File: src/rtl/alu_arbiter.sv
// Round-robin front end that shares one external combinational ALU between two requesters.
// It accepts one op at a time, drives the ALU from registers, and returns the result on a valid/ready channel.
module alu_arbiter #(
  parameter int WIDTH      = 32,
  parameter bit FIXED_PRIO = 1'b0
) (
  input  logic             clk,
  input  logic             reset,
  input  logic             req0_valid,
  output logic             req0_ready,
  input  logic [WIDTH-1:0] req0_a,
  input  logic [WIDTH-1:0] req0_b,
  input  logic [1:0]       req0_op,
  input  logic             req1_valid,
  output logic             req1_ready,
  input  logic [WIDTH-1:0] req1_a,
  input  logic [WIDTH-1:0] req1_b,
  input  logic [1:0]       req1_op,
  output logic [WIDTH-1:0] alu_a,
  output logic [WIDTH-1:0] alu_b,
  output logic [1:0]       alu_op,
  input  logic [WIDTH-1:0] alu_result,
  input  logic [2:0]       alu_flags,
  output logic             rsp_valid,
  input  logic             rsp_ready,
  output logic             rsp_id,
  output logic [WIDTH-1:0] rsp_result,
  output logic [2:0]       rsp_flags,
  output logic             rsp_err
);

  localparam logic [1:0] OP_SUB     = 2'b01;
  localparam logic [1:0] OP_ILLEGAL = 2'b11;

  typedef enum logic [1:0] {IDLE, EXEC, RESP} state_t;

  state_t state, state_nxt;
  logic   ptr;
  logic   cur_id;
  logic   grant0, grant1;

  // V and C only mean something for subtract; illegal ops report no flags at all.
  function automatic logic [2:0] capture_flags(input logic [1:0] op, input logic [2:0] flags);
    logic sub;
    sub = (op == OP_SUB);
    if (op == OP_ILLEGAL) capture_flags = 3'b000;
    else                  capture_flags = {flags[2] & sub, flags[1] & sub, flags[0]};
  endfunction

  always_comb begin
    grant0 = req0_valid & (~req1_valid | FIXED_PRIO | ~ptr);
    grant1 = req1_valid & ~grant0;
  end

  assign req0_ready = (state == IDLE) & grant0;
  assign req1_ready = (state == IDLE) & grant1;
  assign rsp_valid  = (state == RESP);

  always_comb begin
    state_nxt = state;
    case (state)
      IDLE:    if (grant0 | grant1) state_nxt = EXEC;
      EXEC:    state_nxt = RESP;
      RESP:    if (rsp_ready) state_nxt = IDLE;
      default: state_nxt = IDLE;
    endcase
  end

  always_ff @(posedge clk) begin
    if (reset) begin
      state      <= IDLE;
      ptr        <= 1'b0;
      cur_id     <= 1'b0;
      alu_a      <= '0;
      alu_b      <= '0;
      alu_op     <= 2'b00;
      rsp_id     <= 1'b0;
      rsp_result <= '0;
      rsp_flags  <= 3'b000;
      rsp_err    <= 1'b0;
    end else begin
      state <= state_nxt;
      case (state)
        // IDLE -> EXEC: latch the winner's operands into the ALU input registers
        IDLE: begin
          if (grant0 | grant1) begin
            alu_a  <= grant1 ? req1_a  : req0_a;
            alu_b  <= grant1 ? req1_b  : req0_b;
            alu_op <= grant1 ? req1_op : req0_op;
            cur_id <= grant1;
          end
        end
        // EXEC -> RESP: capture the ALU output settled from the registered operands
        EXEC: begin
          rsp_id     <= cur_id;
          rsp_result <= (alu_op == OP_ILLEGAL) ? '0 : alu_result;
          rsp_flags  <= capture_flags(alu_op, alu_flags);
          rsp_err    <= (alu_op == OP_ILLEGAL);
        end
        // RESP -> IDLE: the requester just served drops to lower priority
        RESP: begin
          if (rsp_ready && !FIXED_PRIO) ptr <= ~rsp_id;
        end
        default: ;
      endcase
    end
  end

endmodule
File: config.mk
export PLATFORM = sky130hd
export DESIGN_NAME = alu_arbiter
export DESIGN_NICKNAME = d
export VERILOG_FILES = /design/src/rtl/alu_arbiter.sv
export SDC_FILE = /design/constraint.sdc
export NUM_CORES = 1
export LEC_CHECK = 0
export CORE_MARGIN = 2
export CORE_UTILIZATION = 25
export DETAILED_ROUTE_END_ITERATION = 8
export GPL_TIMING_DRIVEN = 0
export PLACE_DENSITY = 0.61
export SLEW_MARGIN = 30
export SYNTH_ARGS = -nofsm -noshare
export SYNTH_HDL_FRONTEND = slang
export SYNTH_SLANG_ARGS = --single-unit
export TNS_END_PERCENT = 5
File: constraint.sdc
create_clock -name clk -period 1.9 [get_ports clk]
set_clock_uncertainty 0.1 [all_clocks]
set_input_delay 0.19 -clock clk [delete_from_list [all_inputs] [get_ports clk]]
set_output_delay 0.19 -clock clk [all_outputs]
set_load 0.03 [all_outputs]
==> results of run 1 <==
[where the power goes]
group          internal (W)  switching [W]
clock               0.00112       0.000927
sequential          0.00247       0.000129
combinational       0.00103        0.00125
total               0.00461        0.00230
[layout by cell type (no fill, tap or decap), drive strengths merged]
master and count:
nand2 38, buf 26, and3 1, clkbuf 65
nand3 101, nor2b 5, bufinv 1, inv 4
and2 1, a211oi 1, a311oi 67, nand2b 3
dlymetal6s2s 1, clkinvlp 1, or3b 1, nor2 3
o21ai 66, a32oi 1, clkdlybuf4s50 271, or2 1
a21oi 105, dfxtp 107
[worst max-delay path: cells and delay by family (launching register included)]
family,cells,cell delay (ns)
buffers and inverters,4,0.60
flip-flops,1,0.36
AND/OR/NAND/NOR,2,0.33
[cells by family (layout without fill, tap and decap cells)]
logic type	count (synthesis)	after routing	share of synthesized area, %
compound gates	240	240	33.8
buf+inv	77	369	6.88
flops	107	107	44.1
simple gates	154	154	15.2
[layout make-up]
class	count	area share [%]
Sequential cell	107	25.8
Clock buffer	11	3.04
Buffer	76	4.60
Timing Repair Buffer	276	33.1
Clock inverter	5	0.797
Inverter	1	0.0451
Multi-Input combinational cell	394	28.7
Tap cell	260	3.91
[per-stage QoR]
stage          total power, W  TNS [ns]  instance area [µm²]  util (%)
2_1_floorplan         0.00384         0                 4850         -
3_3_place_gp          0.00492    -34.24                 7930      42.0
3_5_place_dp          0.00492    -35.67                 7930      42.0
4_1_cts               0.00702   -0.0871                 8300      43.9
5_1_grt               0.00723    -0.652                 8320      44.0
6_report              0.00692   -0.0418                 8320      44.0
[flip-flops by register name (all words and copies together) (netlist names)]
name / count
rsp_id: 1
rsp_result: 32
alu_b: 32
cur_id: 1
rsp_flags: 3
state: 2
alu_a: 32
rsp_err: 1
alu_op: 2
ptr: 1
[worst max-delay path by stage]
stage / endpoint / slack, ns / cells after the start / startpoint
finish: req1_ready / -0.04 / 6 / ptr$_SDFFE_PP0P_
global route: req1_ready / -0.13 / 6 / ptr$_SDFFE_PP0P_
global placement: req1_ready / -0.98 / 7 / req0_valid
CTS: req1_ready / -0.09 / 6 / ptr$_SDFFE_PP0P_
floorplan: req1_ready / 0.22 / 4 / state[1]$_SDFFE_PP0P_
detailed placement: req1_ready / -0.95 / 5 / state[1]$_SDFFE_PP0P_
[what timing repair did]
item | in CTS | in global routing
gates cloned | 0 | 0
setup endpoints to repair | 65 | 44
resized for setup | 35 | 13
buffers inserted | 1 | 0
pin swaps | 1 | 0
endpoints found under the hold margin | 0 | 0
[routing by layer]
layer / track usage [%] / vias up / share of wire [%]
li1: - / 2733 / -
met1: 22.0 / 2545 / 41
met2: 32.1 / 234 / 48
met3: 7.00 / 21 / 9.7
met4: 5.06 / 0 / 1.7
met5: 0 / - / 0
[Yosys cell counts]
cell	count	area share, %
sky130_fd_sc_hd__a211oi_1	1	0.15
sky130_fd_sc_hd__a21oi_1	105	11
sky130_fd_sc_hd__a311oi_1	38	6.9
sky130_fd_sc_hd__a311oi_2	29	9.0
sky130_fd_sc_hd__a32oi_1	1	0.18
sky130_fd_sc_hd__and2_1	1	0.13
sky130_fd_sc_hd__and3_1	1	0.13
sky130_fd_sc_hd__buf_1	9	0.70
sky130_fd_sc_hd__buf_2	9	0.93
sky130_fd_sc_hd__buf_4	1	0.15
sky130_fd_sc_hd__buf_6	4	0.93
sky130_fd_sc_hd__clkbuf_1	53	4.1
sky130_fd_sc_hd__dfxtp_1	107	44
sky130_fd_sc_hd__inv_2	1	0.077
sky130_fd_sc_hd__nand2_1	38	2.9
sky130_fd_sc_hd__nand2b_1	3	0.39
sky130_fd_sc_hd__nand3_1	101	10
sky130_fd_sc_hd__nor2_1	3	0.23
sky130_fd_sc_hd__nor2b_1	5	0.64
sky130_fd_sc_hd__o21ai_0	66	6.8
sky130_fd_sc_hd__or2_1	1	0.13
sky130_fd_sc_hd__or3b_2	1	0.18
==> qor.tcl, run 1 <==
set qor(violated_checks) {negative setup slack}
set qor(vias_per_cell) 4.90
set qor(cts-htree-levels) 3
set qor(worst_ir_drop_vdd_v) 0.000469
set qor(clock.fmax_mhz) 515
set qor(maximum_number_of_pins_on_one_net_before_global_route_repair) 19
set qor(timing_worst_slew_pin_value_ns) 0.758
set qor(cell_at_the_slowest_stage_of_the_critical_path) {sky130_fd_sc_hd__dfxtp_4}
set qor(setup-violations-final) 1
set qor(ant_nets) 0
set qor(grt_setup_unrepaired) {yes}
set qor(r2r-end) {alu_b[17]$_SDFFE_PP0P_}
set qor(slew-limit-headroom_pct) 49.5
set qor(reg2reg_from) {ptr$_SDFFE_PP0P_}
set qor(via_count) 5533
set qor(synth.yosys.seq_area_share_pct) 44.1
set qor(syn-instance-count) 578
set qor(worstSetupPathType) {flip-flop to primary output}
set qor(effective_utilization_at_floorplan_pct) 25.7
set qor(initial_drt_pass_iterations) 5
set qor(timing.hold.worst_endpoint) {rsp_result[12]$_SDFFE_PP0N_}
set qor(reg2reg_slack_ns) 0.10
set qor(cellPowerDensity_mw_per_mm2) 832
set qor(power.static_leakage_nw) 2.79
set qor(cts_num_sinks) 107
set qor(remaining_drc_errors) 0
set qor(ys_seq_elements) 107
set qor(fin_crit_sh_pct) 102
set qor(critical-path-max-stage-delay_ns) 0.36
set qor(ios) 278
set qor(grt_pass1_vias) 5429
set qor(worst_path_cell_chain) {nand2b_1, buf_6, buf_8, clkbuf_8, and3_1, buf_4}
set qor(critical_path_required_ns) 1.61
set qor(share_of_final_layout_standard_cells_stronger_than_drive_strength_1_pct) 9.20
set qor(status) {finished with violations}
set qor(hold_path.startpoint) {alu_result[12]}
set qor(num-fill-cells) 1909
set qor(finalMaxSlewViolations) 0
set qor(cts.clk_slew.worst_paths_ns) 0.08
set qor(multi_input_area_mm2) 0.00238
set qor(core_mm2) 0.0189
set qor(syn-cell-area_mm2) 0.00485
set qor(maxCapViolCount) 0
set qor(die-width_um) 143
set qor(antenna_found_initial) 0
set qor(num_antenna_cells) 0
set qor(gp_routability_congestion) 0.767
set qor(cts_buffer_depth) 2
set qor(final_period_minus_worst_setup_slack_ns) 1.94
set qor(finalHoldWorstSlack_ns) 0.294
set qor(postLayoutSetupSlackWorst_ns) -0.0418
set qor(critPathLaunchType) {flip-flop}
set qor(hold_viol) 0
set qor(fin_nets) 1037
set qor(overflow_after_grt) 0
set qor(cts_buf_count) 9
set qor(area_growth_syn_to_layout_pct) 71.4
set qor(total_instance_count_after_detailed_placement) 1113
set qor(ctsHoldBuffers) 0
set qor(r2r_cells) 6
set qor(register_area_mm2) 0.00215
set qor(port-buffer-count) 275
set qor(clockRootBuffer) {sky130_fd_sc_hd__clkbuf_16}
set qor(grt_util_all_layers_pct) 18.7
set qor(hold_path.class) {primary input to flip-flop}
set qor(route.detailed.wl_per_inst_um) 17.7
set qor(synthDistinctLibCells) 22
set qor(drt-total-wl_mm) 20.0
set qor(grt_pass1_wl_mm) 29.9
set qor(dieArea_mm2) 0.0205
set qor(dp.final_hpwl_mm) 14.9
set qor(worst_path_maximum_fanout) 10
set qor(floorplan.die.height_um) 143
set qor(clock_tree_from_tritoncts) {yes}
set qor(syn-mean-instance-area_um2) 8.40
set qor(crit_arrival_ns) 1.65
set qor(clk-insertion-delay-late_ns) 0.36
set qor(pre_cts_ws_ns) -0.954
set qor(drt-initial-drc-count) 205
set qor(worstHoldPathCells) 3
set qor(ys_warnings) 0
set qor(synth_nets) 750
set qor(finish.cell_count_without_fillers) 1130
set qor(worstSetupEndpointType) {primary output}
set qor(std_cell_rows) 50
No activity file was read; power rests on OpenSTA's default activity.
==> inputs of run 2 (changes only) <==
--- a/config.mk
+++ b/config.mk
@@ -9,7 +9,7 @@
 export CORE_UTILIZATION = 25
 export DETAILED_ROUTE_END_ITERATION = 8
 export GPL_TIMING_DRIVEN = 0
-export PLACE_DENSITY = 0.61
+export PLACE_DENSITY = 0.63
 export SLEW_MARGIN = 30
 export SYNTH_ARGS = -nofsm -noshare
 export SYNTH_HDL_FRONTEND = slang
==> constraint.sdc (replaced) <==
create_clock -name clk -period 1.69 [get_ports clk]
set_clock_uncertainty 0.1 [all_clocks]
set_input_delay 0.169 -clock clk [delete_from_list [all_inputs] [get_ports clk]]
set_output_delay 0.169 -clock clk [all_outputs]
set_load 0.03 [all_outputs]
==> run 2 against run 1 <==
  * Setup slack better by 0.034 ns
  * Combinational power is 14% higher
  * Design area is 1.8% higher
  * Final cell count is 0.44% higher
  * The flow still finishes with violations (negative setup slack)
  * Flip-flop and latch count stayed put
  * Hold slack worse by 0.017 ns
  * Clock power hardly changed
==> qor.tcl, run 2 (synthesis results as in run 1) <==
set qor(worstSetupPathType) {flip-flop to primary output}
set qor(maximum_number_of_pins_on_one_net_before_global_route_repair) 18
set qor(register_area_mm2) 0.00215
set qor(drt-total-wl_mm) 20.5
set qor(layout_common_cells) {226 x sky130_fd_sc_hd__clkdlybuf4s50_1, 104 x sky130_fd_sc_hd__a21oi_1, 104 x sky130_fd_sc_hd__dfxtp_1}
set qor(dieArea_mm2) 0.0205
set qor(cts-htree-levels) 3
set qor(cell_at_the_slowest_stage_of_the_critical_path) {sky130_fd_sc_hd__dfxtp_2}
set qor(core_mm2) 0.0189
set qor(layout_top_registers) {alu_a (32), alu_b (32), rsp_result (32)}
set qor(worst_ir_drop_vdd_v) 0.000440
set qor(via_count) 5617
set qor(gp_routability_congestion) 0.807
set qor(status) {finished with violations}
set qor(slew-limit-headroom_pct) 50.5
set qor(route.detailed.wl_per_inst_um) 18.1
set qor(floorplan.die.height_um) 143
set qor(cts_buffer_depth) 2
set qor(most_common_cell_after_layout_fill_and_taps_aside) {sky130_fd_sc_hd__clkdlybuf4s50_1}
set qor(cellPowerDensity_mw_per_mm2) 894
set qor(hold_viol) 0
set qor(share_of_final_layout_standard_cells_stronger_than_drive_strength_1_pct) 12.3
set qor(remaining_drc_errors) 0
set qor(violated_checks) {negative setup slack}
set qor(cts.clk_slew.worst_paths_ns) 0.08
set qor(cp_num_buf_inv) 3
set qor(dp.final_hpwl_mm) 15.2
set qor(die-width_um) 143
set qor(ctsHoldBuffers) 0
set qor(worst_path_cell_chain) {nand2b_4, buf_12, clkbuf_16, and3_4, buf_6}
set qor(num-fill-cells) 1889
set qor(final_period_minus_worst_setup_slack_ns) 1.70
set qor(worst_path_maximum_fanout) 6
set qor(effective_utilization_at_floorplan_pct) 25.7
set qor(fin_crit_sh_pct) 100
set qor(num_antenna_cells) 0
set qor(critPathLaunchType) {flip-flop}
set qor(hold_path.class) {primary input to flip-flop}
set qor(crit_arrival_ns) 1.43
set qor(pre_cts_ws_ns) -1.21
set qor(port-buffer-count) 275
set qor(clock_tree_from_tritoncts) {yes}
set qor(vias_per_cell) 4.95
set qor(initial_drt_pass_iterations) 5
set qor(std_cell_rows) 50
set qor(grt_pass1_vias) 5495
set qor(overflow_after_grt) 0
set qor(grt_util_all_layers_pct) 19.4
set qor(critical_path_required_ns) 1.42
set qor(clk-insertion-delay-late_ns) 0.35
set qor(power.static_leakage_nw) 3.36
set qor(ant_nets) 0
set qor(setup-violations-final) 1
set qor(grt_setup_unrepaired) {yes}
set qor(drt-initial-drc-count) 209
set qor(finalMaxSlewViolations) 0
set qor(fin_nets) 1042
set qor(maxCapViolCount) 0
set qor(clock.fmax_mhz) 589
set qor(cts_buf_count) 9
set qor(timing_worst_slew_pin_value_ns) 0.742
set qor(clockRootBuffer) {sky130_fd_sc_hd__clkbuf_16}
set qor(critical-path-max-stage-delay_ns) 0.34
set qor(postLayoutSetupSlackWorst_ns) -0.00797
set qor(cts_num_sinks) 107
set qor(setup_total_negative_slack_ns) -0.00797
set qor(grt_pass1_wl_mm) 30.7
set qor(antenna_found_initial) 0
set qor(multi_input_area_mm2) 0.00241
set qor(worstSetupEndpointType) {primary output}
set qor(ios) 278
set qor(area_growth_syn_to_layout_pct) 74.4
set qor(timing.critical_path.max_delay_family) {buffers and inverters}
-- run 2: final timing paths --
| path | cells after the start | from | to | slack, ns |
|---|---|---|---|---|
| max | 5 | ptr$_SDFFE_PP0P_ | req1_ready | -0.008 |
| min | 3 | alu_result[11] | rsp_result[11]$_SDFFE_PP0N_ | 0.28 |
| max reg2reg | 6 | state[1]$_SDFFE_PP0P_ | alu_b[24]$_SDFFE_PP0P_ | 0.09 |
| min reg2reg | 2 | rsp_result[12]$_SDFFE_PP0N_ | rsp_result[12]$_SDFFE_PP0N_ | 0.35 |
-- run 2: where the power goes --
group / leakage [nW] / total [W] / internal (W) / switching, W
registers: 0.884 / 0.00293 / 0.00278 / 0.000146
logic: 2.35 / 0.00259 / 0.00117 / 0.00142
clock network: 0.133 / 0.00205 / 0.00101 / 0.00104
total: 3.36 / 0.00757 / 0.00496 / 0.00261
-- run 2: area by class of cell --
class,instances,share of cell area [%]
multi-input combinational,394,28.4
clock inverter,6,0.473
tap,260,3.84
buffer,73,5.00
timing repair buffer,284,34.2
inverter,1,0.0443
sequential,107,25.3
clock buffer,10,2.70
-- run 2: worst min-delay path, delay by kind of cell --
family,cells,cell delay [ns]
AND/OR/NAND/NOR,1,0.06
buffers and inverters,1,0.40
AO/OA/AOI/OAI,1,0.06
-- run 2: layer usage --
metal	vias up	track usage, %	routed length, µm
met5	-	0	0
met4	0	5.21	366
li1	2749	-	-
met1	2618	23.4	8490
met3	23	6.23	1840
met2	227	33.3	9810
-- run 2: through the flow --
stage | hold WS (ns) | area, µm² | util (%) | instances | power (W)
finish | 0.277 | 8470 | 44.8 | 1135 | 0.00757
global route | 0.275 | 8470 | 44.8 | 1135 | 0.00792
CTS | 0.264 | 8330 | 44.1 | 1132 | 0.00761
detailed placement | 0.342 | 7930 | 42.0 | 1113 | 0.00554
global placement | 0.338 | 7930 | 42.0 | 1113 | 0.00552
floorplan | 0.185 | 4850 | - | 578 | 0.00431
-- run 2: repair_timing --
item / 4_1_cts / 5_1_grt
setup buffers: 4 / 5
resized for setup: 77 / 50
setup endpoints to repair: 91 / 115
cloned: 0 / 0
pin swaps: 1 / 1
==> inputs of run 3 (changes only) <==
--- a/config.mk
+++ b/config.mk
@@ -5,7 +5,6 @@
 export SDC_FILE = /design/constraint.sdc
 export NUM_CORES = 1
 export LEC_CHECK = 0
-export CORE_MARGIN = 2
 export CORE_UTILIZATION = 25
 export DETAILED_ROUTE_END_ITERATION = 8
 export GPL_TIMING_DRIVEN = 0
==> constraint.sdc (replaced) <==
create_clock -name clk -period 1.35 [get_ports clk]
set_clock_uncertainty 0.1 [all_clocks]
set_input_delay 0.135 -clock clk [delete_from_list [all_inputs] [get_ports clk]]
set_output_delay 0.135 -clock clk [all_outputs]
set_load 0.03 [all_outputs]
==> run 3 against run 2 <==
  * Die area decreased by 2.8%
  * Global-route usage increased by 0.57 points
  * Setup slack got worse by 0.28 ns
  * Sequential power is 25% higher
  * Critical path depth is the same
  * Largest power group unchanged
  * Utilization is 0.84 points higher
  * Final cell count grew 0.44%
  * Clock power rose by 43%
  * Non-clock buffer count up 5
  * The run still ends with negative setup slack left
  * Routed wire length down 0.12%
  * Via count increased by 1.4%
  * Hold slack worse by 0.031 ns
  * Largest cell class unchanged
==> qor.tcl, run 3 (synthesis results as in run 1) <==
set qor(share_of_final_layout_standard_cells_stronger_than_drive_strength_1_pct) 18.4
set qor(dieArea_mm2) 0.0200
set qor(critPathLaunchType) {flip-flop}
set qor(worstSetupEndpointType) {primary output}
set qor(dp.final_hpwl_mm) 14.8
set qor(std_cell_rows) 50
set qor(overflow_after_grt) 0
set qor(power.static_leakage_nw) 3.18
set qor(final_period_minus_worst_setup_slack_ns) 1.64
set qor(cts_buffer_depth) 2
set qor(layout_top_registers) {alu_a (32), alu_b (32), rsp_result (32)}
set qor(route.detailed.wl_per_inst_um) 18.0
set qor(timing_worst_slew_pin_value_ns) 0.763
set qor(clk-insertion-delay-late_ns) 0.35
set qor(grt_pass1_vias) 5573
set qor(area_growth_syn_to_layout_pct) 77.7
set qor(effective_utilization_at_floorplan_pct) 25.7
set qor(cts_num_sinks) 107
set qor(setup-violations-final) 71
set qor(ctsHoldBuffers) 0
set qor(clock_tree_from_tritoncts) {yes}
set qor(finalMaxSlewViolations) 0
set qor(maximum_number_of_pins_on_one_net_before_global_route_repair) 18
set qor(top_layer) {met4}
set qor(remaining_drc_errors) 0
set qor(cts.clk_slew.worst_paths_ns) 0.07
set qor(drt-initial-drc-count) 299
set qor(gp_routability_congestion) 0.763
set qor(layout_common_cells) {168 x sky130_fd_sc_hd__clkdlybuf4s50_1, 104 x sky130_fd_sc_hd__a21oi_1, 103 x sky130_fd_sc_hd__dfxtp_1}
set qor(initial_drt_pass_iterations) 6
set qor(violated_checks) {negative setup slack}
set qor(worstSetupPathType) {flip-flop to primary output}
set qor(drt-total-wl_mm) 20.5
set qor(fin_crit_sh_pct) 121
set qor(die-width_um) 141
set qor(slew-limit-headroom_pct) 49.1
set qor(num-fill-cells) 1940
set qor(ant_nets) 0
set qor(setup_total_negative_slack_ns) -10.01
set qor(cts_buf_count) 9
set qor(cellPowerDensity_mw_per_mm2) 1150
set qor(worst_path_maximum_fanout) 3
set qor(core_util_final_pct) 45.6
set qor(most_common_cell_after_layout_fill_and_taps_aside) {sky130_fd_sc_hd__clkdlybuf4s50_1}
set qor(grt_pass1_wl_mm) 30.9
set qor(status) {finished with violations}
set qor(floorplan.die.height_um) 141
set qor(cts-htree-levels) 3
set qor(ios) 278
set qor(hold_path.class) {primary input to flip-flop}
set qor(core_mm2) 0.0189
set qor(clock.fmax_mhz) 611
set qor(hold_viol) 0
set qor(num_antenna_cells) 0
set qor(vias_per_cell) 4.99
set qor(worstHoldPathCells) 3
set qor(pre_cts_ws_ns) -1.33
set qor(r2r_cells) 7
set qor(via_count) 5693
set qor(maxCapViolCount) 0
set qor(critical_path_required_ns) 1.12
set qor(clockRootBuffer) {sky130_fd_sc_hd__clkbuf_16}
set qor(fin_nets) 1047
set qor(worst_ir_drop_vdd_v) 0.000530
set qor(postLayoutSetupSlackWorst_ns) -0.286
set qor(detailroute.wirelength.met2_mm) 9.77
set qor(met3_length_mm) 1.55
set qor(port-buffer-count) 275
set qor(crit_arrival_ns) 1.40
set qor(antenna_found_initial) 0
set qor(grt_util_all_layers_pct) 20.0
set qor(wirelength_met1_mm) 8.82
set qor(grt_setup_unrepaired) {yes}
==> run 3: power breakdown <==
group	internal [W]	total, W	switching, W
Clock	0.00169	0.00293	0.00124
Sequential	0.00348	0.00367	0.000185
Combinational	0.00149	0.00333	0.00184
Total	0.00666	0.00992	0.00326
==> run 3: routing by layer <==
| layer | vias to the layer above | GRT usage [%] |
|---|---|---|
| met3 | 25 | 5.03 |
| li1 | 2749 | - |
| met4 | 0 | 6.41 |
| met2 | 243 | 33.0 |
| met5 | - | 0 |
| met1 | 2676 | 25.3 |
==> run 3: worst max-delay path, cell delays in order, from the launching register on <==
cell,delay [ns]
sky130_fd_sc_hd__dfxtp_4,0.35
sky130_fd_sc_hd__nand2b_4,0.15
sky130_fd_sc_hd__buf_12,0.13
sky130_fd_sc_hd__clkbuf_16,0.13
sky130_fd_sc_hd__and3_4,0.16
sky130_fd_sc_hd__buf_6,0.13
==> run 3: final cells by class <==
type	instances	area [µm²]	area share (%)
Sequential cell	107	2150	25.0
Buffer	74	568	6.59
Multi-Input combinational cell	394	2450	28.4
Tap cell	260	325	3.77
Clock inverter	5	86.3	1.00
Timing Repair Buffer	288	2790	32.4
Clock buffer	11	243	2.81
Inverter	1	3.75	0.0435
==> run 3: through the flow <==
| step | hold slack, ns | area [µm²] | cells | power, W |
|---|---|---|---|---|
| after CTS | 0.232 | 8500 | 1137 | 0.00988 |
| after global placement | 0.339 | 7940 | 1113 | 0.00692 |
| final | 0.245 | 8620 | 1140 | 0.00992 |
| after global routing | 0.246 | 8620 | 1140 | 0.0104 |
| after detailed placement | 0.343 | 7940 | 1113 | 0.00693 |
| after floorplan | 0.151 | 4860 | 578 | 0.00541 |
==> run 3: timing repair <==
item,in CTS,in global routing
resized for setup,261,110
pin swaps,10,11
gates cloned,0,3
setup buffers,8,2
setup endpoints to repair,206,155
==> run 3: path summary, 6_finish.rpt <==
path                                                   from                          end  slack (ns)
worst min register to register  rsp_result[29]$_SDFFE_PP0N_  rsp_result[29]$_SDFFE_PP0N_        0.35
worst max register to register        state[1]$_SDFFE_PP0P_        alu_b[2]$_SDFFE_PP0P_       -0.23
worst min-delay path                         alu_result[20]  rsp_result[20]$_SDFFE_PP0N_        0.25
worst max-delay path                       ptr$_SDFFE_PP0P_                   req1_ready       -0.29
